### src/rtl/ukf_sigma_sched.sv
`default_nettype none
// ============================================================================
// Module  : ukf_sigma_sched
// Purpose : Issues the sigma points of one UKF pass with a bound on points in
//           flight and tracks their returns. The optional watchdog is built
//           when UKF_SCHED_TIMEOUT_EN is defined.
// Revision: 1.0 - initial release
// ============================================================================
module ukf_sigma_sched #(
  parameter int N_STATE     = 6,
  parameter int N_SIGMA     = 2*N_STATE+1,
  parameter int MAX_OUT     = 4,
  parameter int TIMEOUT_CYC = 1024
) (
  input  logic       clk,
  input  logic       rst_n,
  input  logic       start,
  input  logic       mode,
  output logic       busy,
  output logic       done,
  output logic       iss_valid,
  input  logic       iss_ready,
  output logic [3:0] iss_idx,
  output logic       iss_mode,
  input  logic       ret_valid,
  input  logic [3:0] ret_idx,
  output logic       err,
  output logic       timeout
);

  localparam int W_ISS = $clog2(N_SIGMA + 1);
  localparam int W_OUT = $clog2(MAX_OUT + 1);

  typedef enum logic [1:0] {
    IDLE  = 2'd0,
    ISSUE = 2'd1,
    DRAIN = 2'd2,
    DONE  = 2'd3
  } state_t;

  state_t             r_state;
  state_t             w_state_next;
  logic [W_ISS-1:0]   r_issued;
  logic [W_OUT-1:0]   r_out;
  logic [N_SIGMA-1:0] r_bitmap;
  logic               r_mode;
  logic               r_err;

  logic               w_active;
  logic               w_can_issue;
  logic               w_fire;
  logic               w_in_range;
  logic               w_seen;
  logic [N_SIGMA-1:0] w_mask;
  logic               w_legal;
  logic               w_bad;
  logic [W_ISS-1:0]   w_issued_next;
  logic [W_OUT-1:0]   w_out_next;
  logic [N_SIGMA-1:0] w_bitmap_next;
  logic               w_wd_hit;

  assign w_active    = (r_state == ISSUE) || (r_state == DRAIN);
  assign w_can_issue = (r_state == ISSUE) && (r_issued < W_ISS'(N_SIGMA))
                       && (r_out < W_OUT'(MAX_OUT));
  assign w_fire      = w_can_issue & iss_ready;

  assign iss_valid = w_can_issue;
  assign iss_idx   = 4'(r_issued);
  assign iss_mode  = r_mode;
  assign err       = r_err;

  // A return is legal only for an issued index that has not come back yet.
  always_comb begin
    w_seen = 1'b0;
    w_mask = '0;
    for (int i = 0; i < N_SIGMA; i++) begin
      if (ret_idx == 4'(i)) begin
        w_seen    = r_bitmap[i];
        w_mask[i] = 1'b1;
      end
    end
  end

  assign w_in_range    = (32'(ret_idx) < 32'(r_issued));
  assign w_legal       = w_active & ret_valid & w_in_range & ~w_seen;
  assign w_bad         = ret_valid & ((w_active & ~w_legal) | (r_state == DONE));
  assign w_bitmap_next = w_legal ? (r_bitmap | w_mask) : r_bitmap;
  assign w_issued_next = r_issued + W_ISS'(w_fire);

  always_comb begin
    w_out_next = r_out;
    case ({w_fire, w_legal})
      2'b10:   w_out_next = r_out + W_OUT'(1);
      2'b01:   w_out_next = r_out - W_OUT'(1);
      default: w_out_next = r_out;
    endcase
  end

`ifdef UKF_SCHED_TIMEOUT_EN
  localparam int W_WD = $clog2(TIMEOUT_CYC + 1);

  logic [W_WD-1:0] r_wd;
  logic [W_WD-1:0] w_wd_next;
  logic            r_timeout;

  assign w_wd_next = (w_fire | w_legal) ? '0 : r_wd + W_WD'(1);
  assign w_wd_hit  = w_active && (w_wd_next == W_WD'(TIMEOUT_CYC));
  assign timeout   = r_timeout;

  always_ff @(posedge clk) begin
    if (!rst_n) begin
      r_wd      <= '0;
      r_timeout <= 1'b0;
    end else if (r_state == IDLE && start) begin
      r_wd      <= '0;
      r_timeout <= 1'b0;
    end else begin
      r_wd <= w_active ? w_wd_next : '0;
      if (w_wd_hit) r_timeout <= 1'b1;
    end
  end
`else
  assign w_wd_hit = 1'b0;
  // Constant 0 for any legal (positive) TIMEOUT_CYC.
  assign timeout  = (TIMEOUT_CYC < 1);
`endif

  always_ff @(posedge clk) begin
    if (!rst_n) r_state <= IDLE;
    else        r_state <= w_state_next;
  end

  always_comb begin
    w_state_next = r_state;
    busy         = (r_state != IDLE);
    done         = (r_state == DONE);
    case (r_state)
      IDLE:  if (start) w_state_next = ISSUE;
      ISSUE: begin
        if (w_wd_hit)
          w_state_next = DONE;
        else if (w_issued_next == W_ISS'(N_SIGMA))
          w_state_next = (&w_bitmap_next) ? DONE : DRAIN;
      end
      DRAIN: if (w_wd_hit || (&w_bitmap_next)) w_state_next = DONE;
      DONE:  w_state_next = IDLE;
      default: w_state_next = IDLE;
    endcase
  end

  always_ff @(posedge clk) begin
    if (!rst_n) begin
      r_issued <= '0;
      r_out    <= '0;
      r_bitmap <= '0;
      r_mode   <= 1'b0;
      r_err    <= 1'b0;
    end else if (r_state == IDLE && start) begin
      r_issued <= '0;
      r_out    <= '0;
      r_bitmap <= '0;
      r_mode   <= mode;
      r_err    <= 1'b0;
    end else begin
      r_issued <= w_issued_next;
      r_out    <= w_out_next;
      r_bitmap <= w_bitmap_next;
      if (w_bad) r_err <= 1'b1;
    end
  end

endmodule
`default_nettype wire

### config.mk
export PLATFORM = sky130hd
export DESIGN_NAME = ukf_sigma_sched
export DESIGN_NICKNAME = d
export VERILOG_FILES = /design/src/rtl/ukf_sigma_sched.sv
export SDC_FILE = /design/constraint.sdc
export NUM_CORES = 1
export LEC_CHECK = 0
export ABC_AREA = 1
export CORE_UTILIZATION = 58
export DETAILED_ROUTE_END_ITERATION = 10
export GPL_ROUTABILITY_DRIVEN = 0
export PLACE_DENSITY = 0.84
export SYNTH_ARGS = -nofsm -noshare
export SYNTH_HDL_FRONTEND = slang
export SYNTH_SLANG_ARGS = --single-unit
### constraint.sdc
create_clock -name clk -period 8.59 [get_ports clk]
set_input_delay 1.718 -clock clk [delete_from_list [all_inputs] [get_ports clk]]
set_output_delay 1.718 -clock clk [all_outputs]
set_load 0.01 [all_outputs]
[After elaboration in Yosys (flattened, before gate mapping)]
Cells that the tools add are included.
Word-level totals
  bits in registers: 24
  input bits: 10
Operators by class
  mux-type cells: 33
  equal/unequal tests: 21
  $lt $le $gt $ge: 3
  reductions and logical operators: 11
  bitwise logic cells: 11
  add/subtract/negate cells: 3
Operators with widths (number)
  1-bit 2-to-1 mux: 27
  4-bit equality test, second input constant: 6
  4-bit by 3-bit equality test with 1-bit output, second input constant: 4
  13-bit 2-to-1 mux: 1
  13-bit bitwise OR: 1
  13-bit AND reduction: 1
  4-bit by 2-bit equality test with 1-bit output, second input constant: 2
  2-bit one-hot mux with 4 select lines: 1
  1-bit AND: 6
  2-bit equality test, second input constant: 3
  2-bit 2-to-1 mux: 3
  3-bit one-hot mux with 2 select lines: 1
  4-bit by 1-bit adder with 4-bit output: 1
  2-bit by 1-bit equality test with 1-bit output, second input constant: 2
  4-bit by 1-bit equality test with 1-bit output, second input constant: 1
  4-bit zero test: 1
  4-bit < comparator: 1
  4-bit < comparator, second input constant: 1
  2-bit by 1-bit inequality test with 1-bit output, second input constant: 2
  2-bit nonzero test: 2
  3-bit by 1-bit adder with 3-bit output, second input constant: 1
  1-bit logical AND: 3
  3-bit < comparator, second input constant: 1
  1-bit NOT: 3
  other kinds (7): 7

[Depth between registers and ports, before layout]
  depth in word-level cells: 21
  depth in mapped cells: 19
  mapped depth without buffers: 18

[Worst setup path before layout]
No wires, ideal clock.
  path type: input-to-reg
  from: input ret_idx[1]
  to: register r_out[2]
  slack: 4.710 ns
  buffers on the path: 1
  cell stages on the path: 15
  arrival time: 3.822 ns
  cell sequence: ha_1 a21boi_1 o21ai_0 nand2_1 a21oi_2 clkbuf_4 nand2_1 inv_1 ha_1 inv_1 fa_1 a21oi_1 o21ai_0 a21oi_1 o21a_1
Between the ends
  longest elaborated chain between the ends: 18
Ends and longest elaborated chain
  from (decl): RTL line 26  | input logic [3:0] ret_idx,
  4-bit zero test: RTL line 77  | if (ret_idx == 4'(i)) begin
  1-bit 2-to-1 mux (13 in a row): RTL line 77
  1-bit NOT: RTL line 85  | assign w_legal = w_active & ret_valid & w_in_range & ~w_seen;
  1-bit AND (*): RTL line 85
  2-bit by 1-bit equality test with 1-bit output / 2-bit equality test (equally long branches): RTL line 92  | case ({w_fire, w_legal})
  3-bit one-hot mux with 2 select lines / 2-bit nonzero test (equally long branches)
  to (signal assigned): RTL line 166  | r_out <= w_out_next;
  to (decl): RTL line 44  | logic [W_OUT-1:0] r_out;
Every way passes the cells marked *; elsewhere a longest branch is shown, timed or not.
A chain may end at the register's enable or synchronous reset.

[Worst setup path after layout]
Same ends and word-level chain as after synthesis.

==> impl_metrics.tcl <==
set metrics [dict create \
    startpoint_type "primary input" \
    syn-num-nets 243 \
    syn_area_sq_um 1480 \
    power.leakage_nw 0.731 \
    vias 1373 \
    min_period_ns 4.52 \
    design.core.area_sq_um 2300 \
    finalHoldViolCount 0 \
    crit_arrival_ns 4.80 \
    grt_max_degree 22 \
    cts_num_sinks 24 \
    rsz0062_at_grt "no" \
    io_buffers 18 \
    htreeDepth 1 \
    hold_buffers 0 \
    ctsLongestPathBuffers 2 \
    start_util 0.643 \
    grt_overflow 0 \
    drive_above_1_share 0.0378 \
    max-vdd-ir-drop_mv 0.180 \
    postRouteAntennaNets 0 \
    tightest_slew_ns 0.669 \
    yosysWarningCount 0 \
    power_density_nw_per_um2 201 \
    mostFrequentLayoutCells "inv_1 (43), nand2_1 (40), nor2_1 (30)" \
    cts_setup_buffers 0 \
    cts_tree "yes" \
    nets 261 \
    placementRows 17 \
    grt_use_total 0.249 \
    setup_tns_ns 0 \
    clkSlewWorstSetupHoldPaths_ns 0.13 \
    cp.required_ns 8.87 \
    synth_top_area_share 0.325 \
    synth.avg_cell_area_sq_um 6.68 \
    slew_violations 0 \
    die_x_um 52.5 \
    end_kind "register" \
    synth.area.top_cells "dfxtp_1 (33%), inv_1 (11%), nand2_1 (10%), ha_1 (9.3%), nor2_1 (7.6%)" \
    firstDrtPassIters 4 \
    reg2reg_slack_ns 5.49 \
    ys_ff_latch 24 \
    hp-class "register to register" \
    die_area_sq_um 2750 \
    die_y_um 52.5 \
    wl_per_cell_um 11.6 \
    remaining_drc_errors 0 \
    status "completed" \
    cts_buffers 3 \
    yosysSeqAreaShare 0.325 \
    fmax_mhz 221 \
    grt_use_met3 0.0319 \
    clkLatencyLatePin_ns 0.32 \
    timing.hold.ws_ns 0.475 \
    synth_top_cell_by_area "dfxtp_1" \
    synth_cells 221 \
    cts-root-buf "clkbuf_4" \
    routed_wl_um 3080 \
    routed_via_density 5.16 \
    area_delta_synth_final_pct 15.8 \
    fin_crit_sh 0.526 \
    path_max_fanout 14 \
    antenna_found_initial 0 \
    busiest_layer "met2" \
    setup_viol 0 \
    antennaDiodeCount 0 \
    drt_iter0_drc 22 \
    crit_type "primary input to register" \
    grt_pass1_vias 1250 \
    final_common_cell "inv_1" \
    slew_headroom 0.553 \
    ioPinCount 20 \
    post_cts_resized 0 \
    fin_skew_ns 0.00539 \
    dpl.hpwl_um 2430 \
    max_cap_violations 0 \
    gr-usage-met1 0.292 \
    synthDistinctLibCells 28 \
    grtUsageMet2 0.445 \
    grt_pass1_wl_um 5010 \
    power_mw 0.345 \
]
layout make-up:
class / count / area, sq um
clock buffers: 3 / 22.5
clock inverters: 1 / 30.0
fillers: 195 / 587
inverters: 43 / 161
multi-input cells: 149 / 801
flip-flops and latches: 24 / 480
well taps: 28 / 35.0
repair buffers: 18 / 180
where the power goes:
group	switching [mW]	internal [mW]
combinational	0.0768	0.0560
sequential	0.00873	0.121
clock	0.0353	0.0472
critical path, cell delays in order:
cell and delay (ns):
clkdlybuf4s50_1 0.54, ha_1 0.25, a21boi_1 0.12, o21ai_0 0.16
nand2_1 0.08, a21oi_2 0.51, nand2_1 0.17, inv_1 0.09
ha_1 0.14, inv_1 0.07, fa_1 0.38, a21oi_1 0.15
o21ai_0 0.13, a21oi_1 0.14, o21a_1 0.14
through the flow:
step	cell area, sq um	setup WS (ns)	instances	utilization
final	1710	4.07	266	0.745
after global routing	1710	3.91	266	0.745
after CTS	1710	4.11	266	0.745
after detailed placement	1660	3.78	262	0.722
after global placement	1660	3.93	262	0.722
after floorplan	1480	4.71	221	-
Yosys cell counts, drive strengths merged:
library cell  count
inv              43
nand2            42
nor2             31
dfxtp            24
a21oi            21
nand3            20
ha               11
nand4             4
o21ai             4
clkbuf            3
nor3              3
buf               2
o21a              2
xor2              2
a21boi            1
a22o              1
conb              1
fa                1
nand3b            1
nor4              1
o211ai            1
o22a              1
xnor2             1
kinds of logic (layout without fill, tap and decap cells):
logic type / count (synthesis) / after routing / synth area share
AND/OR/NAND/NOR: 102 / 102 / 0.295
buffers and inverters: 48 / 65 / 0.132
AO/OA/AOI/OAI: 31 / 31 / 0.120
flip-flops: 24 / 24 / 0.325
adder cells (fa/ha/maj): 12 / 12 / 0.107
XOR/XNOR: 3 / 3 / 0.0178
other: 1 / 1 / 0.00254
flip-flops by register name, indices dropped and copies added, names as in the netlist:
signal and flops:
iss_idx 4, r_out 3, iss_mode 1, r_state 2
err 1, r_bitmap 13
path summary, 6_finish.rpt:
path / startpoint / endpoint / cells past startpoint
hold reg to reg: iss_mode / iss_mode / 2
setup / recovery: ret_idx[1] / r_out[2] / 15
hold / removal: iss_mode / iss_mode / 2
setup reg to reg: r_state[0] / r_out[2] / 15
layer usage:
metal,vias to the layer above,part of all wire
li1,731,-
met2,29,0.49
met5,-,0
met4,0,0.025
met3,9,0.027
met1,604,0.46
Power figures use the tool's default switching activity.
